File: src/rtl/sseg_pkg.sv
// Shared 7-segment encoding: segment bit positions, hex glyphs, per-digit payload.
package sseg_pkg;

    // Bit positions within an 8-bit segment bus {dp, a, b, c, d, e, f, g}
    localparam int unsigned SEG_DP = 7;
    localparam int unsigned SEG_A  = 6;
    localparam int unsigned SEG_B  = 5;
    localparam int unsigned SEG_C  = 4;
    localparam int unsigned SEG_D  = 3;
    localparam int unsigned SEG_E  = 2;
    localparam int unsigned SEG_F  = 1;
    localparam int unsigned SEG_G  = 0;

    localparam int unsigned NUM_DIGITS = 4;

    // Active-low {a..g} glyphs for hex values 0..F, indexed by value
    localparam logic [6:0] SEG_HEX [16] = '{
        7'b0000001, 7'b1001111, 7'b0010010, 7'b0000110,
        7'b1001100, 7'b0100100, 7'b0100000, 7'b0001111,
        7'b0000000, 7'b0000100, 7'b0001000, 7'b1100000,
        7'b0110001, 7'b1000010, 7'b0110000, 7'b0111000
    };

    // All seven segments off
    localparam logic [6:0] SEG_BLANK = 7'b1111111;

    // Decoded contents of one display digit
    typedef struct packed {
        logic [3:0] nibble;
        logic       dp;
        logic       blank;
        logic       err;
    } digit_t;

endpackage

File: src/rtl/sseg_to_hex.sv
// Combinational decode of an active-low {a..g} pattern to a hex nibble.
module sseg_to_hex
    import sseg_pkg::*;
(
    input  logic [6:0] seg,
    output logic [3:0] nibble_c,
    output logic       blank_c,
    output logic       err_c
);

    logic hit;

    // Table lookup; blank is its own class, anything unmatched is an error
    always_comb begin
        nibble_c = 4'd0;
        blank_c  = 1'b0;
        err_c    = 1'b0;
        hit      = 1'b0;
        if (seg == SEG_BLANK) begin
            blank_c = 1'b1;
        end else begin
            for (int i = 0; i < 16; i++) begin
                if (!hit && seg == SEG_HEX[i]) begin
                    nibble_c = 4'(i);
                    hit      = 1'b1;
                end
            end
            err_c = !hit;
        end
    end

endmodule

File: src/rtl/sseg_mux_decoder.sv
// Samples a multiplexed 4-digit 7-segment display and rebuilds coherent frames.
module sseg_mux_decoder
    import sseg_pkg::*;
#(
    parameter int unsigned STABLE_CYCLES = 16,
    parameter int unsigned CNT_W         = 8
) (
    input  logic       clk,
    input  logic       reset_n,
    input  logic [3:0] an_in,
    input  logic [7:0] sseg_in,
    output logic [3:0] hex3,
    output logic [3:0] hex2,
    output logic [3:0] hex1,
    output logic [3:0] hex0,
    output logic [3:0] dp_out,
    output logic [3:0] blank,
    output logic [3:0] seg_err,
    output logic       frame_valid,
    output logic       an_err
);

    localparam int unsigned SAMPLE_W = 12;

    localparam logic [0:0] ST_WAIT = 1'b0;
    localparam logic [0:0] ST_HELD = 1'b1;

    logic [3:0]          an_meta, s_an;
    logic [7:0]          sseg_meta, s_sseg;
    logic [SAMPLE_W-1:0] sample_c, prev_sample;
    logic                changed_c;
    logic [CNT_W-1:0]    cnt, cnt_nxt_c;
    logic [0:0]          state, state_nxt_c;
    logic                capture_c;
    logic                an_ok_c;
    logic [1:0]          slot_c;
    logic [3:0]          slot_mask_c;
    logic [3:0]          seen;
    logic                frame_pend;
    digit_t              shadow [NUM_DIGITS];
    logic [3:0]          dec_nibble_c;
    logic                dec_blank_c, dec_err_c;

    sseg_to_hex u_dec (
        .seg      (s_sseg[SEG_A:SEG_G]),
        .nibble_c (dec_nibble_c),
        .blank_c  (dec_blank_c),
        .err_c    (dec_err_c)
    );

    // Two-flop synchroniser; resets to the idle (all-off) pin levels
    always_ff @(posedge clk or negedge reset_n) begin
        if (!reset_n) begin
            an_meta   <= 4'hF;
            s_an      <= 4'hF;
            sseg_meta <= 8'hFF;
            s_sseg    <= 8'hFF;
        end else begin
            an_meta   <= an_in;
            s_an      <= an_meta;
            sseg_meta <= sseg_in;
            s_sseg    <= sseg_meta;
        end
    end

    // Change detect and saturating stability count
    always_comb begin
        sample_c  = {s_an, s_sseg};
        changed_c = (sample_c != prev_sample);
        cnt_nxt_c = cnt;
        if (changed_c) begin
            cnt_nxt_c = '0;
        end else if (cnt != CNT_W'(STABLE_CYCLES)) begin
            cnt_nxt_c = cnt + CNT_W'(1);
        end
    end

    // Stability tracking registers
    always_ff @(posedge clk or negedge reset_n) begin
        if (!reset_n) begin
            prev_sample <= {SAMPLE_W{1'b1}};
            cnt         <= '0;
        end else begin
            prev_sample <= sample_c;
            cnt         <= cnt_nxt_c;
        end
    end

    // FSM state register
    always_ff @(posedge clk or negedge reset_n) begin
        if (!reset_n) begin
            state <= ST_WAIT;
        end else begin
            state <= state_nxt_c;
        end
    end

    // Capture once per stable run; any change re-arms
    always_comb begin
        state_nxt_c = state;
        capture_c   = 1'b0;
        case (state)
            ST_WAIT: begin
                if (cnt_nxt_c == CNT_W'(STABLE_CYCLES - 1)) begin
                    capture_c   = 1'b1;
                    state_nxt_c = ST_HELD;
                end
            end
            ST_HELD: begin
                if (changed_c) begin
                    state_nxt_c = ST_WAIT;
                end
            end
            default: state_nxt_c = ST_WAIT;
        endcase
    end

    // Anode strobe must select exactly one digit
    always_comb begin
        an_ok_c = 1'b1;
        slot_c  = 2'd0;
        case (s_an)
            4'b1110: slot_c = 2'd0;
            4'b1101: slot_c = 2'd1;
            4'b1011: slot_c = 2'd2;
            4'b0111: slot_c = 2'd3;
            default: an_ok_c = 1'b0;
        endcase
        slot_mask_c = 4'b0001 << slot_c;
    end

    // Shadow slots, seen mask and frame publish
    always_ff @(posedge clk or negedge reset_n) begin
        if (!reset_n) begin
            for (int i = 0; i < NUM_DIGITS; i++) begin
                shadow[i] <= '0;
            end
            seen        <= '0;
            frame_pend  <= 1'b0;
            frame_valid <= 1'b0;
            an_err      <= 1'b0;
            hex0        <= '0;
            hex1        <= '0;
            hex2        <= '0;
            hex3        <= '0;
            dp_out      <= '0;
            blank       <= '0;
            seg_err     <= '0;
        end else begin
            frame_pend  <= 1'b0;
            frame_valid <= frame_pend;
            an_err      <= capture_c && !an_ok_c;
            if (frame_pend) begin
                hex0 <= shadow[0].nibble;
                hex1 <= shadow[1].nibble;
                hex2 <= shadow[2].nibble;
                hex3 <= shadow[3].nibble;
                for (int i = 0; i < NUM_DIGITS; i++) begin
                    dp_out[i]  <= shadow[i].dp;
                    blank[i]   <= shadow[i].blank;
                    seg_err[i] <= shadow[i].err;
                end
                seen <= '0;
            end
            if (capture_c && an_ok_c) begin
                shadow[slot_c] <= '{nibble: dec_nibble_c,
                                    dp:     ~s_sseg[SEG_DP],
                                    blank:  dec_blank_c,
                                    err:    dec_err_c};
                seen       <= seen | slot_mask_c;
                frame_pend <= ((seen | slot_mask_c) == 4'hF);
            end
        end
    end

endmodule

File: config.mk
export PLATFORM = sky130hd
export DESIGN_NAME = sseg_mux_decoder
export DESIGN_NICKNAME = d
export VERILOG_FILES = /design/src/rtl/sseg_pkg.sv /design/src/rtl/sseg_to_hex.sv /design/src/rtl/sseg_mux_decoder.sv
export SDC_FILE = /design/constraint.sdc
export NUM_CORES = 1
export LEC_CHECK = 0
export CORE_UTILIZATION = 43
export DETAILED_ROUTE_END_ITERATION = 6
export GPL_ROUTABILITY_DRIVEN = 0
export PLACE_DENSITY = 0.75
export SLEW_MARGIN = 5
export SYNTH_ARGS = -nofsm -noshare
export SYNTH_HDL_FRONTEND = slang
export SYNTH_SLANG_ARGS = --single-unit
File: constraint.sdc
create_clock -name clk -period 3.2 [get_ports clk]
set_clock_uncertainty 0.2 [all_clocks]
set_input_delay 0.8 -clock clk [delete_from_list [all_inputs] [get_ports clk]]
set_output_delay 0.8 -clock clk [all_outputs]
set_load 0.01 [all_outputs]
## After elaboration in Yosys (flattened, before gate mapping)

Cells that the tools add are included.

| storage, ports and cells | value |
|---|---|
| register bits after elaboration | 108 |
| input port bits | 14 |
| output and inout port bits | 30 |

| cells by class | value |
|---|---|
| add/subtract/negate cells | 1 |
| magnitude comparators | 2 |
| equality and inequality tests | 24 |
| shift operators | 1 |
| muxes and demuxes | 64 |
| bitwise gates (word level) | 4 |
| reductions and logical operators | 38 |

Operators by type and width:

| cell | number |
|---|---|
| 2-to-1 mux 4 bit | 11 |
| 2-to-1 mux 1 bit | 40 |
| equality test 7 x 6 -> 1 bit (second input constant) | 5 |
| equality test 7 bit (second input constant) | 5 |
| bitwise mux 28 bit | 1 |
| logical AND 1 bit | 18 |
| zero test 1 bit | 17 |
| equality test 4 bit (second input constant) | 4 |
| 2-to-1 mux 8 bit | 2 |
| demux 7 bit (select 2 bit) | 1 |
| equality test 7 x 3 -> 1 bit (second input constant) | 2 |
| equality test 7 x 4 -> 1 bit (second input constant) | 2 |
| 2-to-1 mux 3 bit | 4 |
| != test 12 bit | 1 |
| adder 8 x 1 -> 8 bit (second input constant) | 1 |
| equality test 8 x 4 -> 1 bit (second input constant) | 1 |
| != test 8 x 5 -> 1 bit (second input constant) | 1 |
| equality test 7 x 1 -> 1 bit (second input constant) | 1 |
| equality test 7 x 5 -> 1 bit (second input constant) | 1 |
| zero test 7 bit | 1 |
| 2-to-1 mux 7 bit | 1 |
| case mux 2 bit (3 select lines) | 1 |
| equality test 4 x 3 -> 1 bit (second input constant) | 1 |
| 2-to-1 mux 2 bit | 2 |
| other kinds (9) | 10 |

## Longest topological paths before layout

| depth | value |
|---|---|
| word-level depth | 66 |
| mapped depth | 9 |

## Cells and area by module

Synthesis repeated with hierarchy kept, for this count alone.

| unflattened totals | value |
|---|---|
| cells, all modules | 324 |
| area total of the unflattened synthesis | 4,560.6 um^2 |

Modules (own cells, without submodules):

| module | times used | cells each | area each (um^2) | seq. area each (um^2) |
|---|---|---|---|---|
| sseg_mux_decoder | 1 | 256 | 4,125.2 | 2,747.6 |
| sseg_to_hex | 1 | 68 | 435.4 | 0.0 |

## Worst setup path before layout

OpenSTA, ideal clock, no wires.

| path | value |
|---|---|
| kind | reg2reg |
| start point | register cnt[0] |
| end point | register shadow[14] (netlist bit) |
| setup time | 125 ps |
| arrival time | 1,944 ps |
| setup slack | 931 ps |
| stages on the path, launching flop included | 9 |
| clock period less this slack | 2,269 ps |
| cell sequence | dfrtp_1 ha_1 xnor2_1 nor4_2 and2_1 buf_4 and4_1 buf_6 mux2_2 |

| between the ends | value |
|---|---|
| longest elaborated chain between the ends | 7 |
| elaborated cells on any way between the ends | 8 |
| classes of those cells | add/sub: 1; eq/ne: 2; mux: 4; reduce/logical: 1 |

Ends and longest elaborated chain:

| what | line | source |
|---|---|---|
| start, declared | sseg_mux_decoder.sv:32 | `logic [CNT_W-1:0] cnt, cnt_nxt_c;` |
| start signal, assigned | sseg_mux_decoder.sv:85 | `cnt <= cnt_nxt_c;` |
| adder 8 x 1 -> 8 bit / != test 8 x 5 -> 1 bit (equally long branches) | sseg_mux_decoder.sv:74, sseg_mux_decoder.sv:73 |  |
| 2-to-1 mux 8 bit (*) | sseg_mux_decoder.sv:73 | `end else if (cnt != CNT_W'(STABLE_CYCLES)) begin` |
| 2-to-1 mux 8 bit (*) | sseg_mux_decoder.sv:71 | `if (changed_c) begin` |
| equality test 8 x 4 -> 1 bit (*) | sseg_mux_decoder.sv:104 | `if (cnt_nxt_c == CNT_W'(STABLE_CYCLES - 1)) begin` |
| 2-to-1 mux 1 bit (*) | sseg_mux_decoder.sv:104 |  |
| 2-to-1 mux 1 bit (*) | sseg_mux_decoder.sv:102 | `case (state)` |
| logical AND 1 bit (*) | sseg_mux_decoder.sv:165 | `if (capture_c && an_ok_c) begin` |
| end signal, assigned by index | sseg_mux_decoder.sv:166 | `shadow[slot_c] <= '{nibble: dec_nibble_c,` |
| end, declared | sseg_mux_decoder.sv:40 | `digit_t shadow [NUM_DIGITS];` |

Every way passes the cells marked *; elsewhere a longest branch is shown, timed or not.
A chain may end at the register's enable or synchronous reset.

## Worst setup path in the final report

| path | value |
|---|---|
| start point | register cnt[0] |
| end point | register shadow[27] (netlist bit) |

Same word-level chain as after synthesis.

==> metrics.txt <==
# TYPE chip_impl_metric gauge
chip_impl_metric{name="r2r_setup_slack",unit="ns"} 0.55
chip_impl_metric{name="finalHoldWorstSlack",unit="ns"} 0.160
chip_impl_metric{name="die_w",unit="µm"} 106
chip_impl_info{name="crit_chain",value="ha_1 > xnor2_1 > nor4_2 > and2_1 > and4_1 > mux2_4"} 1
chip_impl_metric{name="drive_above_1_share",unit="%"} 30.9
chip_impl_metric{name="finalSetupViolations",unit=""} 0
chip_impl_metric{name="syn_area",unit="µm²"} 4610
chip_impl_metric{name="clk_pin_slew",unit="ns"} 0.11
chip_impl_metric{name="async_reset_ff_share",unit="%"} 100
chip_impl_metric{name="drc",unit=""} 0
chip_impl_info{name="worst_setup_path_end_kind",value="register"} 1
chip_impl_metric{name="design.core.area",unit="µm²"} 10400
chip_impl_info{name="worst_hold_path_type",value="register to register"} 1
chip_impl_metric{name="postCtsHoldBufs",unit=""} 0
chip_impl_metric{name="syn_area_per_cell",unit="µm²"} 13.5
chip_impl_info{name="ys.flop_type",value="sky130_fd_sc_hd__dfrtp_1"} 1
chip_impl_metric{name="yosys_warnings",unit=""} 0
chip_impl_info{name="criticalPathCategory",value="register to register"} 1
chip_impl_metric{name="timing.final.crit_period",unit="ns"} 2.65
chip_impl_metric{name="dieArea",unit="µm²"} 11100
chip_impl_metric{name="ant_nets",unit=""} 0
chip_impl_metric{name="grt_pass1_vias",unit=""} 2767
chip_impl_info{name="r2r_end",value="shadow[27]"} 1
chip_impl_metric{name="yosys.cell_types.count",unit=""} 57
chip_impl_metric{name="timing.critical_path.fanout_max",unit=""} 9
chip_impl_info{name="cp-endpoint",value="shadow[27]"} 1
chip_impl_info{name="timing.rr.start",value="cnt[0]"} 1
chip_impl_metric{name="grt_max_degree",unit=""} 55
chip_impl_metric{name="synth-seq-cells",unit=""} 108
chip_impl_info{name="status",value="completed"} 1
chip_impl_metric{name="numPlacedInstances",unit=""} 502
chip_impl_metric{name="fin_setup_tns",unit="ns"} 0
chip_impl_metric{name="total_power_divided_by_cell_area",unit="nW/µm²"} 454
chip_impl_metric{name="routed_via_density",unit=""} 5.27
chip_impl_metric{name="globalRoute.totalOverflow",unit=""} 0
chip_impl_metric{name="first_iter_violations",unit=""} 156
chip_impl_metric{name="placement_rows",unit=""} 37
chip_impl_metric{name="antenna-diode-count",unit=""} 0
chip_impl_metric{name="grt_antenna_before_repair",unit=""} 0
chip_impl_metric{name="syn2layout_area_growth",unit="%"} 15.0
chip_impl_info{name="setup.worst_path.start",value="cnt[0]"} 1
chip_impl_metric{name="fin_nets",unit=""} 393
chip_impl_metric{name="final_hold_viol_count",unit=""} 0
chip_impl_metric{name="num_io_pins",unit=""} 44
chip_impl_metric{name="synthesis.instances",unit=""} 341
chip_impl_metric{name="cp.required",unit="ns"} 3.26
chip_impl_info{name="cts-root-buf",value="sky130_fd_sc_hd__clkbuf_8"} 1
chip_impl_metric{name="synthesis.nets",unit=""} 357
chip_impl_metric{name="report.final.slew_viol_count",unit=""} 0
chip_impl_metric{name="drt_pass1_iterations",unit=""} 4
chip_impl_metric{name="cts.sink_count",unit=""} 108
chip_impl_metric{name="maxSlewHeadroom",unit="%"} 56.1
chip_impl_metric{name="dp_hpwl",unit="mm"} 5.71
chip_impl_metric{name="vias",unit=""} 2732
chip_impl_metric{name="initial_utilization",unit="%"} 44.4
chip_impl_info{name="critPathLaunchType",value="register"} 1
chip_impl_metric{name="detail_route.wirelength",unit="mm"} 8.01
chip_impl_metric{name="power.leakage",unit="µW"} 0.00227
chip_impl_metric{name="clock_insertion_delay_at_the_later_pin_of_the_skew_report",unit="ns"} 0.36
chip_impl_metric{name="worst-slew-pin-transition",unit="ns"} 0.658
chip_impl_metric{name="maxCapViolCount",unit=""} 0
chip_impl_info{name="mostFrequentLayoutCells",value="72 x sky130_fd_sc_hd__dfrtp_1, 42 x sky130_fd_sc_hd__clkdlybuf4s50_1, 39 x sky130_fd_sc_hd__mux2_2"} 1
chip_impl_metric{name="largest_voltage_drop_on_the_vdd_net",unit="µV"} 242
chip_impl_metric{name="wire_length_of_the_first_global_routing_pass",unit="mm"} 13.9
chip_impl_metric{name="synth.yosys.seq_area_share",unit="%"} 59.6
chip_impl_metric{name="cts_buffer_depth",unit=""} 2
chip_impl_metric{name="layoutNonFillerInstCount",unit=""} 518
chip_impl_metric{name="numCtsBuffers",unit=""} 9
chip_impl_info{name="slowest_stage",value="sky130_fd_sc_hd__and4_1"} 1
chip_impl_metric{name="track_usage",unit="%"} 16.0
chip_impl_metric{name="cts_post_setup_buffers_inserted",unit=""} 0
chip_impl_metric{name="depth_of_the_worst_register_to_register_path",unit=""} 6
chip_impl_metric{name="die_height",unit="µm"} 106
chip_impl_metric{name="port_buffers",unit=""} 43
chip_impl_metric{name="wl_per_cell",unit="µm"} 15.5
chip_impl_metric{name="cts_resized",unit=""} 0
chip_impl_metric{name="worst-endpoint-arrival",unit="ns"} 2.72
chip_impl_metric{name="cts_htree_levels",unit=""} 3
chip_impl_metric{name="max_clock_freq",unit="GHz"} 0.377
chip_impl_metric{name="synth_enable_flop_cells",unit=""} 0
chip_impl_metric{name="critical_path.max_stage_delay",unit="ns"} 0.52
chip_impl_info{name="layout.cells.most_common",value="sky130_fd_sc_hd__dfrtp_1"} 1
chip_impl_info{name="tritoncts_clock_tree",value="yes"} 1
chip_impl_metric{name="period_share",unit="%"} 83.0
chip_impl_info{name="unrepaired_setup_endpoints_after_global_routing",value="false"} 1
[kinds of logic (layout without fill, tap and decap cells)]
kind of cell,after synthesis,after routing,share of synthesized area (%)
AO/OA/AOI/OAI,33,33,5.27
XOR/XNOR,22,22,4.18
adder cells (fa/ha/maj),2,2,0.543
buffers and inverters,36,77,4.59
flip-flops,108,108,59.6
multiplexers,56,56,14.5
AND/OR/NAND/NOR,84,84,11.3
[area by class of cell]
cell class,instances,area (µm²)
fillers,906,5070
flip-flops and latches,108,2750
multi-input cells,197,1650
repair buffers,49,473
well taps,136,170
clock buffers,10,138
clock inverters,6,78.8
inverters,12,45.0
[power by group]
part	total, µW	switching, µW	leakage, µW	internal, µW
Clock	871	472	0.000104	400
Combinational	96.8	52.8	0.000785	44.0
Sequential	1440	32.7	0.00139	1410
Total	2410	557	0.00227	1850
[Yosys cell counts, types with 5 or more instances]
cell / n / share of area, %
sky130_fd_sc_hd__mux2_4: 12 / 3.9
sky130_fd_sc_hd__and2_1: 5 / 0.68
sky130_fd_sc_hd__dfrtp_1: 72 / 39
sky130_fd_sc_hd__xnor2_1: 16 / 3.0
sky130_fd_sc_hd__mux2_2: 39 / 9.5
sky130_fd_sc_hd__a21oi_1: 5 / 0.54
sky130_fd_sc_hd__nand3_1: 8 / 0.87
sky130_fd_sc_hd__o21ai_0: 9 / 0.98
sky130_fd_sc_hd__clkbuf_1: 5 / 0.41
sky130_fd_sc_hd__nor2b_1: 6 / 0.81
sky130_fd_sc_hd__buf_6: 5 / 1.2
sky130_fd_sc_hd__buf_2: 9 / 0.98
sky130_fd_sc_hd__xor2_1: 6 / 1.1
sky130_fd_sc_hd__dfstp_2: 36 / 21
sky130_fd_sc_hd__inv_1: 12 / 0.98
sky130_fd_sc_hd__nor2_1: 11 / 0.90
sky130_fd_sc_hd__nand2_1: 9 / 0.73
sky130_fd_sc_hd__nand4_1: 10 / 1.4
[how the worst min path moves through the flow]
stage	from	to	slack [ns]	cells after the start
after global routing	sseg_meta[6]	s_sseg[6]	0.17	0
after detailed placement	sseg_meta[0]	s_sseg[0]	0.15	0
after floorplan	an_meta[0]	s_an[0]	0.15	0
after CTS	sseg_meta[0]	s_sseg[0]	0.16	0
final	an_meta[0]	s_an[0]	0.16	0
after global placement	sseg_meta[1]	s_sseg[1]	0.15	0
[critical path: cells and delay by family (launching register included)]
kind / cells / cell delay [ns]
xor+xnor: 1 / 0.17
fa+ha+maj: 1 / 0.28
flops: 1 / 0.45
mux: 1 / 0.34
simple gates: 3 / 1.12
[layer usage]
metal | share of wire, % | track usage, % | vias to the layer above
met5 | 0 | 0 | -
met1 | 46 | 21.5 | 1380
met4 | 1.3 | 5.06 | 0
met3 | 3.8 | 3.53 | 10
li1 | - | - | 1269
met2 | 49 | 25.8 | 73
[through the flow]
stage | setup slack [ns] | power (µW) | instance area, µm² | util, %
after floorplan | 0.931 | 1500 | 4610 | -
after CTS | 0.563 | 2440 | 5300 | 51.1
after global routing | 0.400 | 2510 | 5300 | 51.1
after detailed placement | 0.573 | 1560 | 5090 | 49.0
final | 0.545 | 2410 | 5300 | 51.1
after global placement | 0.649 | 1560 | 5090 | 49.0
[state kept, by name, indices dropped and copies added (netlist names), 4 cells and up]
name / count
hex1: 4
hex0: 4
an_meta: 4
prev_sample: 12
hex2: 4
shadow: 28
blank: 4
s_sseg: 8
hex3: 4
cnt: 8
seg_err: 4
seen: 4
sseg_meta: 8
dp_out: 4
s_an: 4
Note: power is estimated with default switching activity, not from simulation.
